File: config.mk
export PLATFORM = sky130hd
export DESIGN_NAME = mmio_bus_arbiter_flat
export DESIGN_NICKNAME = d
export VERILOG_FILES = /design/src/rtl/mmio_bus_arbiter_if.sv /design/src/rtl/mmio_bus_arbiter.sv /design/src/flat_wrapper.sv
export SDC_FILE = /design/constraint.sdc
export NUM_CORES = 1
export LEC_CHECK = 0
export ABC_AREA = 1
export BUFFER_PORTS_ARGS = -buffer_cell sky130_fd_sc_hd__buf_4
export CORE_MARGIN = 8
export CORE_UTILIZATION = 40
export DETAILED_ROUTE_END_ITERATION = 7
export PLACE_DENSITY_LB_ADDON = 0.25
export SETUP_SLACK_MARGIN = 0.2
export SLEW_MARGIN = 40
export SYNTH_ARGS = -nofsm -noshare
export SYNTH_HDL_FRONTEND = slang
export SYNTH_SLANG_ARGS = --single-unit
File: constraint.sdc
create_clock -name clk -period 3.9 [get_ports clk]
set_clock_uncertainty 0.1 [all_clocks]
set_input_delay 0.195 -clock clk [delete_from_list [all_inputs] [get_ports clk]]
set_output_delay 0.195 -clock clk [all_outputs]
set_load 0.01 [all_outputs]
File: src/rtl/mmio_bus_arbiter_if.sv
// Bundle of every signal that crosses the mmio_bus_arbiter boundary.
// The two request ports come in from the masters and the strobe bus goes
// out to the mmio_sys slot controller.
// 'slave' is the arbiter's view of the bundle; 'master' is the view of
// whatever drives the requests and models the slot.
interface mmio_bus_arbiter_if #(
  parameter int AW = 21,
  parameter int DW = 32
);
  logic          m0_req;
  logic          m1_req;
  logic          m0_wr;
  logic          m1_wr;
  logic [AW-1:0] m0_addr;
  logic [AW-1:0] m1_addr;
  logic [DW-1:0] m0_wr_data;
  logic [DW-1:0] m1_wr_data;
  logic          m0_lock;
  logic          m0_ack;
  logic          m1_ack;
  logic [DW-1:0] m0_rd_data;
  logic [DW-1:0] m1_rd_data;
  logic [1:0]    gnt;
  logic          mmio_cs;
  logic          mmio_wr;
  logic          mmio_rd;
  logic [AW-1:0] mmio_addr;
  logic [DW-1:0] mmio_wr_data;
  logic [DW-1:0] mmio_rd_data;

  modport slave (
    input  m0_req, m1_req, m0_wr, m1_wr, m0_addr, m1_addr,
           m0_wr_data, m1_wr_data, m0_lock, mmio_rd_data,
    output m0_ack, m1_ack, m0_rd_data, m1_rd_data, gnt,
           mmio_cs, mmio_wr, mmio_rd, mmio_addr, mmio_wr_data
  );

  modport master (
    output m0_req, m1_req, m0_wr, m1_wr, m0_addr, m1_addr,
           m0_wr_data, m1_wr_data, m0_lock, mmio_rd_data,
    input  m0_ack, m1_ack, m0_rd_data, m1_rd_data, gnt,
           mmio_cs, mmio_wr, mmio_rd, mmio_addr, mmio_wr_data
  );
endinterface

File: src/rtl/mmio_bus_arbiter.sv
// Two-master round-robin arbiter and sequencer for the FPro MMIO bus.
// Each granted request produces exactly one single-cycle bus strobe,
// followed by a one-cycle ack to the winner. Master 0 may lock the bus
// so that its read-modify-write sequences cannot be split by master 1.
module mmio_bus_arbiter #(
  parameter int AW = 21,
  parameter int DW = 32
) (
  input  logic              clk,
  input  logic              reset,
  mmio_bus_arbiter_if.slave bus
);

  typedef enum logic [1:0] {
    IDLE  = 2'd0,
    ISSUE = 2'd1,
    DONE  = 2'd2
  } state_t;

  state_t        r_state;
  logic          r_last;
  logic          r_win;
  logic          r_lockHold;
  logic          r_wr;
  logic [AW-1:0] r_addr;
  logic [DW-1:0] r_wrData;
  logic [DW-1:0] r_rdData0;
  logic [DW-1:0] r_rdData1;
  logic [1:0]    r_gnt;
  logic          r_cs;
  logic          r_mmioWr;
  logic          r_mmioRd;
  logic          r_ack0;
  logic          r_ack1;

  logic          w_grant0;
  logic          w_grant1;
  logic          w_selWr;
  logic [AW-1:0] w_selAddr;
  logic [DW-1:0] w_selWrData;

  // Pick the next winner: a held lock reserves the bus for master 0,
  // a tie goes to whichever master was not served last (r_last = 1 means master 1).
  always_comb begin
    w_grant0 = 1'b0;
    w_grant1 = 1'b0;
    if (r_lockHold) begin
      w_grant0 = bus.m0_req;
    end else if (bus.m0_req && bus.m1_req) begin
      w_grant0 = r_last;
      w_grant1 = !r_last;
    end else begin
      w_grant0 = bus.m0_req;
      w_grant1 = bus.m1_req;
    end
  end

  // Route the winning master's command fields toward the bus registers.
  always_comb begin
    w_selWr     = w_grant1 ? bus.m1_wr      : bus.m0_wr;
    w_selAddr   = w_grant1 ? bus.m1_addr    : bus.m0_addr;
    w_selWrData = w_grant1 ? bus.m1_wr_data : bus.m0_wr_data;
  end

  // Sequencer: IDLE latches a request, ISSUE strobes the bus for one cycle and
  // captures read data, DONE closes the transaction and updates fairness/lock.
  // Strobes and acks are registered and default low, so each is a single-cycle pulse.
  always_ff @(posedge clk or negedge reset) begin
    if (!reset) begin
      r_state    <= IDLE;
      r_last     <= 1'b1;
      r_win      <= 1'b0;
      r_lockHold <= 1'b0;
      r_wr       <= 1'b0;
      r_addr     <= '0;
      r_wrData   <= '0;
      r_rdData0  <= '0;
      r_rdData1  <= '0;
      r_gnt      <= 2'b00;
      r_cs       <= 1'b0;
      r_mmioWr   <= 1'b0;
      r_mmioRd   <= 1'b0;
      r_ack0     <= 1'b0;
      r_ack1     <= 1'b0;
    end else begin
      r_cs     <= 1'b0;
      r_mmioWr <= 1'b0;
      r_mmioRd <= 1'b0;
      r_ack0   <= 1'b0;
      r_ack1   <= 1'b0;
      case (r_state)
        IDLE: begin
          if (w_grant0 || w_grant1) begin
            r_win    <= w_grant1;
            r_wr     <= w_selWr;
            r_addr   <= w_selAddr;
            r_wrData <= w_selWrData;
            r_gnt    <= {w_grant1, w_grant0};
            r_cs     <= 1'b1;
            r_mmioWr <= w_selWr;
            r_mmioRd <= !w_selWr;
            r_state  <= ISSUE;
          end else if (r_lockHold && !bus.m0_lock && !bus.m0_req) begin
            r_lockHold <= 1'b0;
          end
        end
        ISSUE: begin
          if (!r_wr) begin
            if (r_win) begin
              r_rdData1 <= bus.mmio_rd_data;
            end else begin
              r_rdData0 <= bus.mmio_rd_data;
            end
          end
          r_ack0  <= !r_win;
          r_ack1  <= r_win;
          r_state <= DONE;
        end
        DONE: begin
          r_last     <= r_win;
          r_lockHold <= !r_win && bus.m0_lock;
          r_gnt      <= 2'b00;
          r_state    <= IDLE;
        end
        default: begin
          r_state <= IDLE;
        end
      endcase
    end
  end

  assign bus.gnt          = r_gnt;
  assign bus.mmio_cs      = r_cs;
  assign bus.mmio_wr      = r_mmioWr;
  assign bus.mmio_rd      = r_mmioRd;
  assign bus.mmio_addr    = r_addr;
  assign bus.mmio_wr_data = r_wrData;
  assign bus.m0_ack       = r_ack0;
  assign bus.m1_ack       = r_ack1;
  assign bus.m0_rd_data   = r_rdData0;
  assign bus.m1_rd_data   = r_rdData1;

endmodule

File: src/flat_wrapper.sv
// flat-port wrapper written by rule: the top's interface ports become plain ports
module mmio_bus_arbiter_flat 
#(
  parameter int AW = 21,
  parameter int DW = 32
)
  (clk, reset, bus_m0_req, bus_m1_req, bus_m0_wr, bus_m1_wr, bus_m0_addr, bus_m1_addr, bus_m0_wr_data, bus_m1_wr_data, bus_m0_lock, bus_mmio_rd_data, bus_m0_ack, bus_m1_ack, bus_m0_rd_data, bus_m1_rd_data, bus_gnt, bus_mmio_cs, bus_mmio_wr, bus_mmio_rd, bus_mmio_addr, bus_mmio_wr_data);
  mmio_bus_arbiter_if #(.AW(AW), .DW(DW)) bus_i ();
  input  logic clk;
  input  logic reset;
  input wire logic [$bits(bus_i.m0_req)-1:0] bus_m0_req;
  input wire logic [$bits(bus_i.m1_req)-1:0] bus_m1_req;
  input wire logic [$bits(bus_i.m0_wr)-1:0] bus_m0_wr;
  input wire logic [$bits(bus_i.m1_wr)-1:0] bus_m1_wr;
  input wire logic [$bits(bus_i.m0_addr)-1:0] bus_m0_addr;
  input wire logic [$bits(bus_i.m1_addr)-1:0] bus_m1_addr;
  input wire logic [$bits(bus_i.m0_wr_data)-1:0] bus_m0_wr_data;
  input wire logic [$bits(bus_i.m1_wr_data)-1:0] bus_m1_wr_data;
  input wire logic [$bits(bus_i.m0_lock)-1:0] bus_m0_lock;
  input wire logic [$bits(bus_i.mmio_rd_data)-1:0] bus_mmio_rd_data;
  output wire logic [$bits(bus_i.m0_ack)-1:0] bus_m0_ack;
  output wire logic [$bits(bus_i.m1_ack)-1:0] bus_m1_ack;
  output wire logic [$bits(bus_i.m0_rd_data)-1:0] bus_m0_rd_data;
  output wire logic [$bits(bus_i.m1_rd_data)-1:0] bus_m1_rd_data;
  output wire logic [$bits(bus_i.gnt)-1:0] bus_gnt;
  output wire logic [$bits(bus_i.mmio_cs)-1:0] bus_mmio_cs;
  output wire logic [$bits(bus_i.mmio_wr)-1:0] bus_mmio_wr;
  output wire logic [$bits(bus_i.mmio_rd)-1:0] bus_mmio_rd;
  output wire logic [$bits(bus_i.mmio_addr)-1:0] bus_mmio_addr;
  output wire logic [$bits(bus_i.mmio_wr_data)-1:0] bus_mmio_wr_data;
  assign bus_i.m0_req = bus_m0_req;
  assign bus_i.m1_req = bus_m1_req;
  assign bus_i.m0_wr = bus_m0_wr;
  assign bus_i.m1_wr = bus_m1_wr;
  assign bus_i.m0_addr = bus_m0_addr;
  assign bus_i.m1_addr = bus_m1_addr;
  assign bus_i.m0_wr_data = bus_m0_wr_data;
  assign bus_i.m1_wr_data = bus_m1_wr_data;
  assign bus_i.m0_lock = bus_m0_lock;
  assign bus_i.mmio_rd_data = bus_mmio_rd_data;
  assign bus_m0_ack = bus_i.m0_ack;
  assign bus_m1_ack = bus_i.m1_ack;
  assign bus_m0_rd_data = bus_i.m0_rd_data;
  assign bus_m1_rd_data = bus_i.m1_rd_data;
  assign bus_gnt = bus_i.gnt;
  assign bus_mmio_cs = bus_i.mmio_cs;
  assign bus_mmio_wr = bus_i.mmio_wr;
  assign bus_mmio_rd = bus_i.mmio_rd;
  assign bus_mmio_addr = bus_i.mmio_addr;
  assign bus_mmio_wr_data = bus_i.mmio_wr_data;
  mmio_bus_arbiter #(.AW(AW), .DW(DW)) u_core (.clk(clk), .reset(reset), .bus(bus_i));
endmodule
==> flow_metrics.env, run 1 <==
export IMPL_syn2layout_area_growth_pct=61.8
export IMPL_die_w_um=137
export IMPL_p_leak_uw=0.00541
export IMPL_timing_fmax_ghz=0.401
export IMPL_synth_avg_cell_area_sq_um=7.84
export IMPL_numCtsBuffers=17
export IMPL_crit_arrival_ns=2.74
export IMPL_core_area_sq_um=14400
export IMPL_clk_root_buffer_cell="clkbuf_16"
export IMPL_drc=0
export IMPL_std_cell_rows=44
export IMPL_place_congestion=0.779
export IMPL_final_nets=1226
export IMPL_ys_seq_area_share_pct=55.4
export IMPL_p_comb_share_pct=42.8
export IMPL_status="completed"
export IMPL_crit_type="reg2reg"
export IMPL_power_density_nw_per_um2=767
export IMPL_seq_area_sq_um=3250
export IMPL_fin_setup_tns_ns=0
export IMPL_rsz0062_at_grt="false"
export IMPL_setup_violations=0
export IMPL_drv_cap=0
export IMPL_grt_usage_pct=20.4
export IMPL_crit_required_ns=4.14
export IMPL_critPathBufInv=5
export IMPL_avgViaCountPerCell=4.60
export IMPL_grt_max_degree=80
export IMPL_clock_sinks=130
export IMPL_drt_iter0_markers=262
export IMPL_pwr_share_seq_pct=33.2
export IMPL_crit_chain="inv_1, nand2_1, a21oi_4, buf_8, buf_16, buf_4, nand3_1, dlygate4sd3_1, nand2_1"
export IMPL_yosysUniqueCellTypes=18
export IMPL_dieHeight_um=137
export IMPL_syn_area_sq_um=5870
export IMPL_num_vias=5888
export IMPL_insertion_delay_ns=0.40
export IMPL_worst_path_max_fanout=19
export IMPL_max_stage_delay_ns=0.57
export IMPL_grt_pass1_wl_mm=30.4
export IMPL_routedWlPerCell_um=15.0
export IMPL_critPathCaptureType="flop"
export IMPL_wl_mm=19.2
export IMPL_holdCritPathClass="in2reg"
export IMPL_ys_ff_latch=130
export IMPL_clock_path_buffers=2
export IMPL_io_buffer_count=268
export IMPL_cpMaxStageDelayCell="dlygate4sd3_1"
export IMPL_ant_nets=0
export IMPL_hpwlAfterDp_mm=13.0
export IMPL_path_delay_family="buffers and inverters"
export IMPL_drive_gt1_share_pct=28.9
export IMPL_ys_warn_count=0
export IMPL_htree_num_levels=4
export IMPL_grt_pass1_vias=6041
export IMPL_cp_common_cell="nand2_1"
export IMPL_synth_cells=749
export IMPL_clkTransAtPathRegs_ns=0.06
export IMPL_clockPowerShare_pct=24.0
export IMPL_slew_viol_final=0
export IMPL_fin_crit_ns=2.50
export IMPL_final_util_pct=65.9
export IMPL_final_common_cell="buf_4"
export IMPL_dieArea_sq_um=18800
export IMPL_startpoint_type="flop"
export IMPL_cts_tree="built"
export IMPL_nFillCells=1194
export IMPL_tightest_slew_ns=0.701
export IMPL_postCtsSetupRepairBufs=0
export IMPL_internal_power_uw=4600
export IMPL_p_sw_uw=2690
export IMPL_multi_input_area_sq_um=1920
export IMPL_finalPower_uw=7290
export IMPL_dr_pass1_iters=5
export IMPL_ir_worst_vdd_uv=454
export IMPL_initial_utilization_pct=40.7
export IMPL_hold_ws_ns=0.0112
export IMPL_switching_share_pct=36.9
export IMPL_pin_count=269
export IMPL_fin_crit_sh_pct=64.0
export IMPL_slew_headroom_pct=53.3
export IMPL_layout_common_cells="buf_4, nand2_1, inv_1, dfrtp_1, nand3_1"
export IMPL_synth_nets=894
export IMPL_antenna_found_initial=0
export IMPL_overflow=0
export IMPL_hold_violations=0
[power groups by stage]
| stage | combinational, uW | sequential (uW) | clock (uW) |
|---|---|---|---|
| 2_1_floorplan | 1190 | 2680 | 0 |
| 3_3_place_gp | 2970 | 2400 | 0 |
| 3_5_place_dp | 3090 | 2410 | 0 |
| 4_1_cts | 3170 | 2410 | 1790 |
| 5_1_grt | 3490 | 2510 | 1850 |
| 6_report | 3120 | 2420 | 1750 |
[logic make-up after synthesis]
kind of cell / Yosys count / synth area share (%)
and+or+nand+nor: 360 / 25.8
buffers and inverters: 189 / 12.7
DFF: 130 / 55.4
AOI/OAI and AO/OA: 70 / 6.01
[cell type report]
class | instances | share of cell area [%]
Tap cell | 184 | 2.42
Clock buffer | 17 | 4.48
Sequential cell | 130 | 34.2
Timing Repair Buffer | 353 | 30.4
Antenna cell | 1 | 0.0263
Inverter | 149 | 5.88
Multi-Input combinational cell | 430 | 20.2
Clock inverter | 15 | 2.42
[worst reg2reg max path, stage by stage, from the launching register on]
cell,delay (ns)
dfrtp_1,0.43
inv_1,0.11
nand2_1,0.14
a21oi_4,0.34
buf_8,0.21
buf_16,0.16
buf_4,0.22
nand3_1,0.08
dlygate4sd3_1,0.57
nand2_1,0.06
[final timing paths]
kind / cells after the start / slack [ns] / endpoint / start
hold reg to reg: 2 / 0.38 / u_core.bus.mmio_wr_data[22]$_DFFE_PN0P_ / u_core.bus.mmio_wr_data[22]$_DFFE_PN0P_
hold / removal: 5 / 0.01 / u_core.bus.mmio_wr_data[25]$_DFFE_PN0P_ / bus_m0_wr_data[25]
setup reg to reg: 9 / 1.40 / u_core.bus.mmio_addr[11]$_DFFE_PN0P_ / u_core.r_lockHold$_DFFE_PN0P_
setup / recovery: 9 / 1.40 / u_core.bus.mmio_addr[11]$_DFFE_PN0P_ / u_core.r_lockHold$_DFFE_PN0P_
max in group asynchronous: 3 / 2.56 / u_core.r_last$_DFFE_PN1P_ / reset
min in group asynchronous: 2 / 0.29 / u_core.bus.mmio_addr[17]$_DFFE_PN0P_ / reset
[through the flow]
step | cell area [sq um] | instances | setup WS [ns]
after floorplan | 5870 | 749 | 2.56
after global placement | 8000 | 1166 | 1.64
after detailed placement | 8070 | 1168 | 1.94
after CTS | 9500 | 1278 | 1.40
after global routing | 9500 | 1278 | 1.29
final | 9500 | 1279 | 1.40
[sequential cells by signal (all words and copies together) (netlist names), 2 cells and up]
register,cells
u_core.bus.m0_rd_data,32
u_core.bus.m1_rd_data,32
u_core.bus.mmio_wr_data,32
u_core.bus.mmio_addr,21
u_core.bus.gnt,2
u_core.r_state,2
[metal layers]
layer	global-route usage [%]	share of wire [%]
met3	8.46	12
met1	23.8	39
met5	0	0
met4	6.58	1.4
met2	33.5	48
[synthesized netlist by cell type]
cell type  number  area, sq um
dfrtp_1       129         3230
buf_2          19         95.1
nand4_1         1         6.26
nor2_2          1         6.26
o211ai_1        1         7.51
buf_4           4         30.0
dfstp_2         1         26.3
nand2_1       237          890
buf_1           5         18.8
inv_1         149          559
nand3_1       113          566
o21ai_0        62          310
nor2_4          1         11.3
nor2_1          5         18.8
o21ai_1         4         20.0
clkbuf_1       12         45.0
nand3_2         2         20.0
a21oi_1         3         15.0
[what timing repair did]
item / in CTS / in global routing
endpoints found under the hold margin: 156 / 0
hold buffers: 78 / 0
gates resized for setup: 0 / 0
Note: power is estimated with default switching activity, not from simulation.
==> inputs of run 2 (changes only) <==
--- a/config.mk
+++ b/config.mk
@@ -5,7 +5,7 @@
 export SDC_FILE = /design/constraint.sdc
 export NUM_CORES = 1
 export LEC_CHECK = 0
-export ABC_AREA = 1
+export ABC_AREA = 0
 export BUFFER_PORTS_ARGS = -buffer_cell sky130_fd_sc_hd__buf_4
 export CORE_MARGIN = 8
 export CORE_UTILIZATION = 40
==> constraint.sdc (replaced) <==
create_clock -name clk -period 2.3 [get_ports clk]
set_clock_uncertainty 0.1 [all_clocks]
set_input_delay 0.115 -clock clk [delete_from_list [all_inputs] [get_ports clk]]
set_output_delay 0.115 -clock clk [all_outputs]
set_load 0.01 [all_outputs]
==> run 2 against run 1 <==
  * Sequential power rose by 71%
  * First-iteration DRC count fell by 29%
  * Area after synthesis fell by 7.6%
  * Global-route usage rose by 1.5 points
  * Core utilization rose by 6.7 points
  * Register-to-register slack got worse by 1.0 ns
  * Non-clock buffer count rose by 63
  * Worst setup slack got worse by 1.0 ns
  * Worst hold slack improved by 0.040 ns
  * Critical path depth fell by 4
==> flow_metrics.env, run 2 <==
export IMPL_pwr_share_seq_pct=35.3
export IMPL_synth_avg_cell_area_sq_um=13.1
export IMPL_switching_share_pct=33.9
export IMPL_synth_top_area_share_pct=59.5
export IMPL_core_area_sq_um=13200
export IMPL_yosysUniqueCellTypes=27
export IMPL_routedWlPerCell_um=18.9
export IMPL_grt_max_degree=83
export IMPL_top_usage_layer="met2"
export IMPL_antenna_found_initial=1
export IMPL_slew_viol_final=0
export IMPL_p_leak_uw=0.00481
export IMPL_grt_use_met1_pct=24.1
export IMPL_io_buffer_count=268
export IMPL_num_vias=4888
export IMPL_initial_utilization_pct=41.0
export IMPL_status="completed"
export IMPL_pin_count=269
export IMPL_nFillCells=806
export IMPL_overflow=0
export IMPL_clockPowerShare_pct=20.9
export IMPL_tightest_slew_ns=0.742
export IMPL_crit_type="reg2reg"
export IMPL_setup_slack_ns=0.359
export IMPL_final_nets=969
export IMPL_critPathBufInv=1
export IMPL_synth_nets=559
export IMPL_hold_violations=0
export IMPL_htree_num_levels=4
export IMPL_layout_common_cells="buf_4, dlygate4sd3_1, dfrtp_1, o21ai_0, nand2_1"
export IMPL_cts_resized_gates=0
export IMPL_synth_cells=414
export IMPL_synth_edf_count=0
export IMPL_place_ws_ns=0.458
export IMPL_drv_cap=0
export IMPL_startpoint_type="flop"
export IMPL_grt_usage_pct=21.9
export IMPL_cts_tree="built"
export IMPL_grt_pass1_wl_mm=30.7
export IMPL_synth_common_cells="dfrtp_1, o21ai_0, nand2_1"
export IMPL_rsz0062_at_grt="false"
export IMPL_drive_gt1_share_pct=44.5
export IMPL_worst_path_max_fanout=82
export IMPL_ir_worst_vdd_uv=638
export IMPL_ys_warn_count=0
export IMPL_power_density_nw_per_um2=1220
export IMPL_syn2layout_area_growth_pct=77.1
export IMPL_wl_mm=19.1
export IMPL_max_stage_delay_ns=0.61
export IMPL_ys_async_sr_fraction_pct=100
export IMPL_dr_pass1_iters=4
export IMPL_synthTopCellsByArea="dfrtp_1, mux2i_1, mux2_4"
export IMPL_postCtsSetupRepairBufs=0
export IMPL_drt_iter0_markers=186
export IMPL_setup_violations=0
export IMPL_path_delay_family="compound AO/OA/AOI/OAI gates"
export IMPL_drc=0
export IMPL_internal_power_uw=7740
export IMPL_cpMaxStageDelayCell="o21ai_4"
export IMPL_clock_path_buffers=2
export IMPL_crit_arrival_ns=2.13
export IMPL_p_sw_uw=3970
export IMPL_slew_headroom_pct=50.3
export IMPL_r2r_setup_slack_ns=0.36
export IMPL_grt_pass1_vias=5616
export IMPL_std_cell_rows=42
export IMPL_ys_ff_latch=130
export IMPL_insertion_delay_ns=0.40
export IMPL_timing_fmax_ghz=0.515
export IMPL_clkTransAtPathRegs_ns=0.05
export IMPL_avgViaCountPerCell=4.83
export IMPL_crit_chain="nor2b_1, o21ai_4, buf_12, nand2_1, o21ai_0"
export IMPL_holdCritPathClass="in2reg"
export IMPL_crit_required_ns=2.49
export IMPL_met3_usage_pct=9.88
export IMPL_hpwlAfterDp_mm=11.5
export IMPL_syn_area_sq_um=5430
export IMPL_use_met2_pct=35.7
export IMPL_fin_crit_ns=1.94
export IMPL_clock_sinks=130
export IMPL_fin_setup_tns_ns=0
export IMPL_critPathCaptureType="flop"
export IMPL_p_comb_share_pct=43.8
export IMPL_dieArea_sq_um=17500
export IMPL_yosysTopAreaCell="dfrtp_1"
export IMPL_place_congestion=0.746
export IMPL_die_w_um=132
export IMPL_fin_crit_sh_pct=84.4
export IMPL_ant_nets=0
export IMPL_synthMostInstantiatedCell="dfrtp_1"
export IMPL_dominantRegCellSynth="dfrtp_1"
export IMPL_dieHeight_um=132
export IMPL_ys_seq_area_share_pct=60.0
export IMPL_clk_root_buffer_cell="clkbuf_16"
export IMPL_final_common_cell="buf_4"
export IMPL_numCtsBuffers=17
-- run 2: changes by cell type in the layout (fill, tap and decap cells not counted), moves of 30 or more --
cell           before  now
mux2_2              0   33
mux2i_1             0   54
nand3_1           112    1
dlygate4sd3_1      78  142
mux2_4              0   30
nand2_1           235   56
inv_1             149    4
-- run 2: path summary, 6_finish.rpt --
check / startpoint / end / depth (start not counted)
setup / recovery: u_core.r_lockHold$_DFFE_PN0P_ / u_core.bus.mmio_wr_data[3]$_DFFE_PN0P_ / 5
hold / removal: bus_m0_req / u_core.r_lockHold$_DFFE_PN0P_ / 5
setup reg to reg: u_core.r_lockHold$_DFFE_PN0P_ / u_core.bus.mmio_wr_data[3]$_DFFE_PN0P_ / 5
hold reg to reg: u_core.bus.mmio_addr[3]$_DFFE_PN0P_ / u_core.bus.mmio_addr[3]$_DFFE_PN0P_ / 2
max in group asynchronous: reset / u_core.bus.mmio_addr[6]$_DFFE_PN0P_ / 3
min in group asynchronous: reset / u_core.bus.m0_rd_data[24]$_DFFE_PN0P_ / 2
-- run 2: final cells by class --
class | count | area, sq um | area share [%]
diodes | 1 | 2.50 | 0.0260
clock buffers | 23 | 478 | 4.97
clock inverters | 6 | 57.6 | 0.599
inverters | 5 | 18.8 | 0.195
multi-input cells | 254 | 2040 | 21.2
flip-flops and latches | 130 | 3250 | 33.9
well taps | 176 | 220 | 2.29
repair buffers | 416 | 3540 | 36.9
-- run 2: logic make-up (layout without fill, tap and decap cells) --
family | count (synthesis) | after routing | synth area share, %
flops | 130 | 130 | 60.0
mux | 119 | 119 | 25.5
simple gates | 73 | 73 | 5.81
compound gates | 62 | 62 | 5.72
buf+inv | 30 | 450 | 2.95
other cells | 0 | 1 | 0
-- run 2: stage by stage --
stage	hold slack [ns]	instances	utilization [%]	total power, uW	area [sq um]
after floorplan	-0.281	414	-	6450	5430
after global placement	0.0407	839	57.8	8850	7650
after detailed placement	0.0434	839	57.8	9020	7650
after CTS	0.0360	1010	72.5	11700	9610
after global routing	0.0949	1011	72.6	12400	9610
final	0.0511	1011	72.6	11700	9610
-- run 2: layer usage --
metal	wire length (um)	up-vias
met5	0	-
met4	572	0
met3	2140	44
met2	9040	239
met1	7310	2360
li1	-	2245
-- run 2: worst reg2reg max path, cell delays in order (launching register included) --
cell and delay (ns):
dfrtp_1 0.33, nor2b_1 0.11, o21ai_4 0.61, buf_12 0.36, nand2_1 0.17, o21ai_0 0.14
-- run 2: power by group through the flow --
stage | clock, uW | combinational, uW | sequential, uW
after detailed placement | 0 | 4900 | 4120
final | 2450 | 5130 | 4130
after global routing | 2620 | 5560 | 4250
after global placement | 0 | 4780 | 4070
after CTS | 2490 | 5090 | 4110
after floorplan | 0 | 1930 | 4520
-- run 2: what timing repair did --
action	in CTS	in global routing
endpoints found under the setup margin	0	0
hold buffers	142	0
endpoints found under the hold margin	161	0
